--- src/rtl/agex_muldiv_seq.sv ---
// agex_muldiv_seq: iterative M-extension multiply/divide unit beside AGEX.
// Computes one bit per cycle: shift-add multiply and restoring divide.
// While an op is in flight it holds FE/DE/AGEX through stall_out, then
// hands result/rd_out back to AGEX with a one-cycle done pulse.
// Optional macro MULDIV_FASTPATH_EN: trivial ops (multiply by zero,
// divide by zero) skip the iteration phase and complete one cycle after start.
module agex_muldiv_seq #(
    parameter int DBITS   = 32,
    parameter int CNTBITS = 6
) (
    input  logic             clk,
    input  logic             reset,
    input  logic             start,
    input  logic [2:0]       op,
    input  logic [DBITS-1:0] a,
    input  logic [DBITS-1:0] b,
    input  logic [4:0]       rd_in,
    input  logic             flush,
    output logic             stall_out,
    output logic             busy,
    output logic             done,
    output logic [DBITS-1:0] result,
    output logic [4:0]       rd_out
);

    localparam logic [2:0] OP_MUL   = 3'd0;
    localparam logic [2:0] OP_MULHU = 3'd1;
    localparam logic [2:0] OP_DIV   = 3'd2;
    localparam logic [2:0] OP_DIVU  = 3'd3;
    localparam logic [2:0] OP_REM   = 3'd4;
    localparam logic [2:0] OP_REMU  = 3'd5;

    typedef enum logic [1:0] {
        ST_IDLE = 2'd0,
        ST_CALC = 2'd1,
        ST_DONE = 2'd2
    } state_t;

    state_t               r_state;
    logic [CNTBITS-1:0]   r_cnt;
    logic [2:0]           r_op;
    logic [4:0]           r_rd;
    logic [DBITS-1:0]     r_opnd;     // multiplicand, or divisor magnitude
    logic [2*DBITS-1:0]   r_prod;     // {hi, lo}: product, or {remainder, quotient}
    logic                 r_qneg;     // negate quotient in DONE
    logic                 r_rneg;     // negate remainder in DONE
    logic [DBITS-1:0]     r_result;   // last committed result
    logic [4:0]           r_rd_out;   // rd of last committed result

    // Decode of the op offered by AGEX this cycle
    logic             w_valid;
    logic             w_accept;
    logic             w_is_mul_in;
    logic             w_signed_in;
    logic             w_a_neg;
    logic             w_b_neg;
    logic [DBITS-1:0] w_a_mag;
    logic [DBITS-1:0] w_b_mag;
    logic             w_fast;

    assign w_valid     = (op <= OP_REMU);
    assign w_accept    = (r_state == ST_IDLE) & start & w_valid & ~flush;
    assign w_is_mul_in = (op == OP_MUL) | (op == OP_MULHU);
    assign w_signed_in = (op == OP_DIV) | (op == OP_REM);
    assign w_a_neg     = w_signed_in & a[DBITS-1];
    assign w_b_neg     = w_signed_in & b[DBITS-1];
    assign w_a_mag     = w_a_neg ? -a : a;
    assign w_b_mag     = w_b_neg ? -b : b;

`ifdef MULDIV_FASTPATH_EN
    assign w_fast = w_is_mul_in ? ((a == '0) | (b == '0)) : (b == '0);
`else
    assign w_fast = 1'b0;
`endif

    // One iteration of either algorithm, selected by the captured op
    logic             w_is_mul;
    logic             w_last;
    logic [DBITS:0]   w_mul_sum;
    logic [DBITS:0]   w_rem_sh;
    logic [DBITS:0]   w_diff;
    logic             w_qbit;
    logic [DBITS-1:0] w_rem_new;
    logic [2*DBITS-1:0] w_step;

    assign w_is_mul  = (r_op == OP_MUL) | (r_op == OP_MULHU);
    assign w_last    = (r_cnt == CNTBITS'(DBITS - 1));
    // Shift-add: low half holds the unconsumed multiplier bits
    assign w_mul_sum = {1'b0, r_prod[2*DBITS-1:DBITS]} + (r_prod[0] ? {1'b0, r_opnd} : '0);
    // Restoring divide: bring in the next dividend bit and try a subtract;
    // a borrow into the top bit means the divisor did not fit
    assign w_rem_sh  = r_prod[2*DBITS-1:DBITS-1];
    assign w_diff    = w_rem_sh - {1'b0, r_opnd};
    assign w_qbit    = ~w_diff[DBITS];
    assign w_rem_new = w_qbit ? w_diff[DBITS-1:0] : w_rem_sh[DBITS-1:0];
    assign w_step    = w_is_mul ? {w_mul_sum, r_prod[DBITS-1:1]}
                                : {w_rem_new, r_prod[DBITS-2:0], w_qbit};

    // Final result selection and sign correction, valid in DONE
    logic [DBITS-1:0] w_quot;
    logic [DBITS-1:0] w_rem;
    logic [DBITS-1:0] w_final;

    assign w_quot = r_qneg ? -r_prod[DBITS-1:0] : r_prod[DBITS-1:0];
    assign w_rem  = r_rneg ? -r_prod[2*DBITS-1:DBITS] : r_prod[2*DBITS-1:DBITS];

    // Pick the architectural result for the captured op
    always_comb begin
        // NOTE: default assignment first so every path drives w_final and no latch is inferred.
        w_final = '0;
        case (r_op)
            OP_MUL:            w_final = r_prod[DBITS-1:0];
            OP_MULHU:          w_final = r_prod[2*DBITS-1:DBITS];
            OP_DIV, OP_DIVU:   w_final = w_quot;
            OP_REM, OP_REMU:   w_final = w_rem;
            default:           w_final = '0;
        endcase
    end

    // Sequencer FSM: capture in IDLE, iterate in CALC, commit in DONE
    always_ff @(posedge clk or posedge reset) begin
        // NOTE: non-blocking assignments so every register samples pre-edge values.
        if (reset) begin
            r_state  <= ST_IDLE;
            r_cnt    <= '0;
            r_op     <= '0;
            r_rd     <= '0;
            r_opnd   <= '0;
            r_prod   <= '0;
            r_qneg   <= 1'b0;
            r_rneg   <= 1'b0;
            r_result <= '0;
            r_rd_out <= '0;
        end else begin
            case (r_state)
                ST_IDLE: begin
                    if (w_accept) begin
                        r_op   <= op;
                        r_rd   <= rd_in;
                        r_cnt  <= '0;
                        r_opnd <= w_is_mul_in ? a : w_b_mag;
                        // Divide by zero keeps quotient all ones: no sign flip
                        r_qneg <= (w_a_neg ^ w_b_neg) & (b != '0);
                        r_rneg <= w_a_neg;
                        if (w_fast) begin
                            // Preload the trivial answer so DONE needs no special case
                            r_prod  <= w_is_mul_in ? '0 : {w_a_mag, {DBITS{1'b1}}};
                            r_state <= ST_DONE;
                        end else begin
                            r_prod  <= w_is_mul_in ? {{DBITS{1'b0}}, b}
                                                   : {{DBITS{1'b0}}, w_a_mag};
                            r_state <= ST_CALC;
                        end
                    end
                end
                ST_CALC: begin
                    if (flush) begin
                        r_state <= ST_IDLE;
                        r_cnt   <= '0;
                    end else begin
                        r_prod <= w_step;
                        if (w_last) begin
                            r_cnt   <= '0;
                            r_state <= ST_DONE;
                        end else begin
                            r_cnt <= r_cnt + 1'b1;
                        end
                    end
                end
                ST_DONE: begin
                    // A redirect in DONE drops the result; outputs keep old values
                    if (!flush) begin
                        r_result <= w_final;
                        r_rd_out <= r_rd;
                    end
                    r_cnt   <= '0;
                    r_state <= ST_IDLE;
                end
                default: begin
                    r_state <= ST_IDLE;
                    r_cnt   <= '0;
                end
            endcase
        end
    end

    assign busy      = (r_state != ST_IDLE);
    assign stall_out = w_accept | (r_state == ST_CALC);
    assign done      = (r_state == ST_DONE) & ~flush;
    // During the done cycle AGEX sees the fresh value; afterwards the held copy
    assign result    = done ? w_final : r_result;
    assign rd_out    = done ? r_rd    : r_rd_out;

endmodule

--- config.mk ---
export PLATFORM = sky130hd
export DESIGN_NAME = agex_muldiv_seq
export DESIGN_NICKNAME = d
export VERILOG_FILES = /design/src/rtl/agex_muldiv_seq.sv
export SDC_FILE = /design/constraint.sdc
export NUM_CORES = 1
export LEC_CHECK = 0
export ABC_CLOCK_PERIOD_IN_PS = 5250
export BUFFER_PORTS_ARGS = -buffer_cell sky130_fd_sc_hd__buf_4
export CORE_MARGIN = 1
export CORE_UTILIZATION = 27
export CTS_BUF_LIST = sky130_fd_sc_hd__clkbuf_4 sky130_fd_sc_hd__clkbuf_8
export DETAILED_ROUTE_END_ITERATION = 8
export HOLD_SLACK_MARGIN = 0.05
export PLACE_DENSITY_LB_ADDON = 0.05
export SYNTH_ARGS = -nofsm -noshare
export SYNTH_HDL_FRONTEND = slang
export SYNTH_SLANG_ARGS = --single-unit
--- constraint.sdc ---
create_clock -name clk -period 5.25 [get_ports clk]
set_clock_uncertainty 0.15 [all_clocks]
set_input_delay 0.2625 -clock clk [delete_from_list [all_inputs] [get_ports clk]]
set_output_delay 0.2625 -clock clk [all_outputs]
set_load 0.05 [all_outputs]
==> flow_summary.json <==
{
  "outcome": "completed",
  "vdd_drop_max_mv": 0.189,
  "yosysWarnings": 0,
  "io_pins": 116,
  "vias": 14426,
  "drt_wl_total_um": 60300,
  "grt_pass1_wl_um": 90800,
  "cp.arrival_ps": 4500,
  "period_share_pct": 93.6,
  "path_cells": "or3_4, or4_4, or4b_1, or2_1, or3b_4, o41ai_1, a21oi_1, a21o_1, a221oi_1, buf_4",
  "synth_cell_type_count": 74,
  "cts_resized": 0,
  "p_leak_uw": 0.00726,
  "final_antenna_net_count": 0,
  "maxCapViolCount": 0,
  "placementRows": 82,
  "grt_max_degree": 89,
  "post_dp_cell_area_mm2": 0.0156,
  "antenna_found_initial": 0,
  "tns_ps": 0,
  "yosys.area.top_type": "dfrtp_1",
  "crit_required_ps": 4840,
  "fill_cells": 5470,
  "fin_util_pct": 33.8,
  "cts_tree": "done",
  "synthesis.area_mm2": 0.0139,
  "ys.flop_type": "dfrtp_1",
  "path_class": "reg2out",
  "hp-class": "in2reg",
  "drive_above_1_share_pct": 11.8,
  "final_common_cell": "nand2_1",
  "place_hpwl_um": 46300,
  "die_w_um": 229,
  "critPathCaptureType": "output port",
  "area_growth_pct": 22.7,
  "ctsHoldBuffers": 93,
  "dp_cells": 2578,
  "dr.first_iter.drc_count": 1029,
  "grtUsageTotal_pct": 23.2,
  "mostFrequentLayoutCells": "270 x nand2_1, 212 x o21ai_0, 174 x buf_4",
  "p_per_area_mw_per_mm2": 462,
  "synth_edf_count": 0,
  "finalSetupViolations": 0,
  "nets": 2165,
  "die_y_um": 229,
  "path_clk_slew_ps": 100,
  "cts_max_level": 4,
  "clock_latency_ps": 570,
  "cp-start-kind": "register",
  "grt_use_met2_pct": 36.5,
  "synth_fp_nets": 2000,
  "use_met1_pct": 32.6,
  "io_buffers": 115,
  "fin_crit_ps": 4910,
  "wl_per_cell_um": 22.3,
  "worstMarginPinSlew_ps": 1000,
  "post-cts-setup-buffers": 0,
  "start_util_pct": 27.5,
  "grt_overflow": 0,
  "core-area_mm2": 0.0505,
  "clockBufferDepth": 2,
  "max_freq_ghz": 0.204,
  "via_per_inst": 5.33,
  "avgSynthCellArea_um2": 7.50,
  "slowest_delay_ps": 520,
  "ys_top_cells_by_area": "dfrtp_1 27%, o21ai_0 7.6%, nand2_1 7.3%, ha_1 6.2%, a21oi_1 5.8%",
  "top_usage_layer": "met2",
  "yosysTopAreaCellShare_pct": 27.2,
  "numCtsBuffers": 17,
  "dr.pass1.iters": 5,
  "cts_root_buf": "clkbuf_8",
  "maxSlewHeadroom_pct": 33.3,
  "worst-path-max-fanout": 8,
  "synth_cells": 1853,
  "dieArea_mm2": 0.0523,
  "final_area_mm2": 0.0170,
  "ys_seq_area_share_pct": 27.2,
  "async_flop_share_pct": 100,
  "drv_slew": 0,
  "cts.sinks": 151,
  "rsz0062_at_grt": "no",
  "finalNonFillerCells": 2705,
  "hold_violations": 0,
  "place.gp.congestion": 0.866,
  "critPathSlowestCell": "dfrtp_1",
  "grt_pass1_vias": 14076,
  "use_met3_pct": 3.08,
  "drc": 0,
  "ys_ff_latch": 151
}
==> Yosys cell counts (7+ instances only) <==
cell type / instances
o21a_1: 15
a221o_1: 10
nor4_1: 11
or2_2: 8
o22ai_1: 11
o21ai_0: 212
buf_1: 10
o31ai_1: 35
xnor2_1: 65
mux2i_1: 39
nor2_1: 144
xor2_1: 77
a21oi_1: 162
a22o_1: 7
inv_1: 61
a211oi_1: 9
a31oi_1: 17
nor3_1: 31
a21o_1: 20
o41ai_1: 16
nand2b_1: 32
a221oi_1: 9
nand4_1: 11
nand2_1: 270
a22oi_1: 15
dfrtp_1: 151
clkbuf_1: 107
o221ai_1: 18
nor2b_1: 17
ha_1: 69
and3_1: 7
or4_1: 14
nand3_1: 32
or3_1: 23
o211ai_1: 40
==> power by group <==
group          switching, uW  leakage [uW]  total [uW]  internal, uW
clock network            568      0.000232        1110           538
registers                462       0.00196        1890          1420
logic                   2960       0.00506        4870          1910
total                   3990       0.00726        7860          3870
==> metal layers <==
| metal | vias to the layer above | routed length [um] |
|---|---|---|
| li1 | 7035 | - |
| met1 | 6951 | 29000 |
| met5 | - | 0 |
| met3 | 56 | 2360 |
| met2 | 384 | 27400 |
| met4 | 0 | 1530 |
==> registers in the layout (all words and copies together), names as in the netlist <==
register,cells
r_rneg,1
r_rd_out,5
r_opnd,32
r_result,32
r_prod,64
r_cnt,6
r_qneg,1
r_rd,5
r_op,3
r_state,2
==> final timing paths <==
path / start / endpoint / slack (ps) / cells after the start
worst max-delay path: r_prod[44] / result[29] / 340 / 10
worst min-delay path: b[13] / r_prod[13] / 100 / 5
worst max register to register: r_prod[0] / r_prod[61] / 900 / 13
worst min register to register: r_result[20] / r_result[20] / 330 / 2
max in group asynchronous: reset / r_prod[36] / 3790 / 4
min in group asynchronous: reset / r_result[10] / 180 / 3
==> final cells by class <==
type,count,area (um2),share of cell area (%)
diodes,2,5.00,0.0294
clock inverters,15,233,1.37
clock buffers,17,234,1.37
repair buffers,268,2260,13.2
well taps,672,841,4.93
multi-input cells,1519,9460,55.5
flip-flops and latches,151,3780,22.2
inverters,61,234,1.37
==> through the flow <==
stage / hold slack [ps] / total power, uW / worst slack, ps
2_1_floorplan: 218 / 5010 / 561
3_3_place_gp: 241 / 6680 / 924
3_5_place_dp: 237 / 6660 / 905
4_1_cts: 64.7 / 7900 / 243
5_1_grt: 91.8 / 8490 / 95.3
6_report: 98.9 / 7860 / 338
==> logic make-up after synthesis <==
family,count (synthesis),synth area share [%]
buf+inv,183,4.99
xor+xnor,142,8.96
mux,42,3.05
fa+ha+maj,71,6.50
simple gates,621,20.4
compound gates,643,28.9
flops,151,27.2
==> critical path, delay by kind of cell, from the launching register on <==
family / cells / cell delay (ps)
buffers and inverters: 1 / 280
AO/OA/AOI/OAI: 4 / 1040
AND/OR/NAND/NOR: 5 / 2100
flip-flops: 1 / 520
Power figures use the tool's default switching activity.
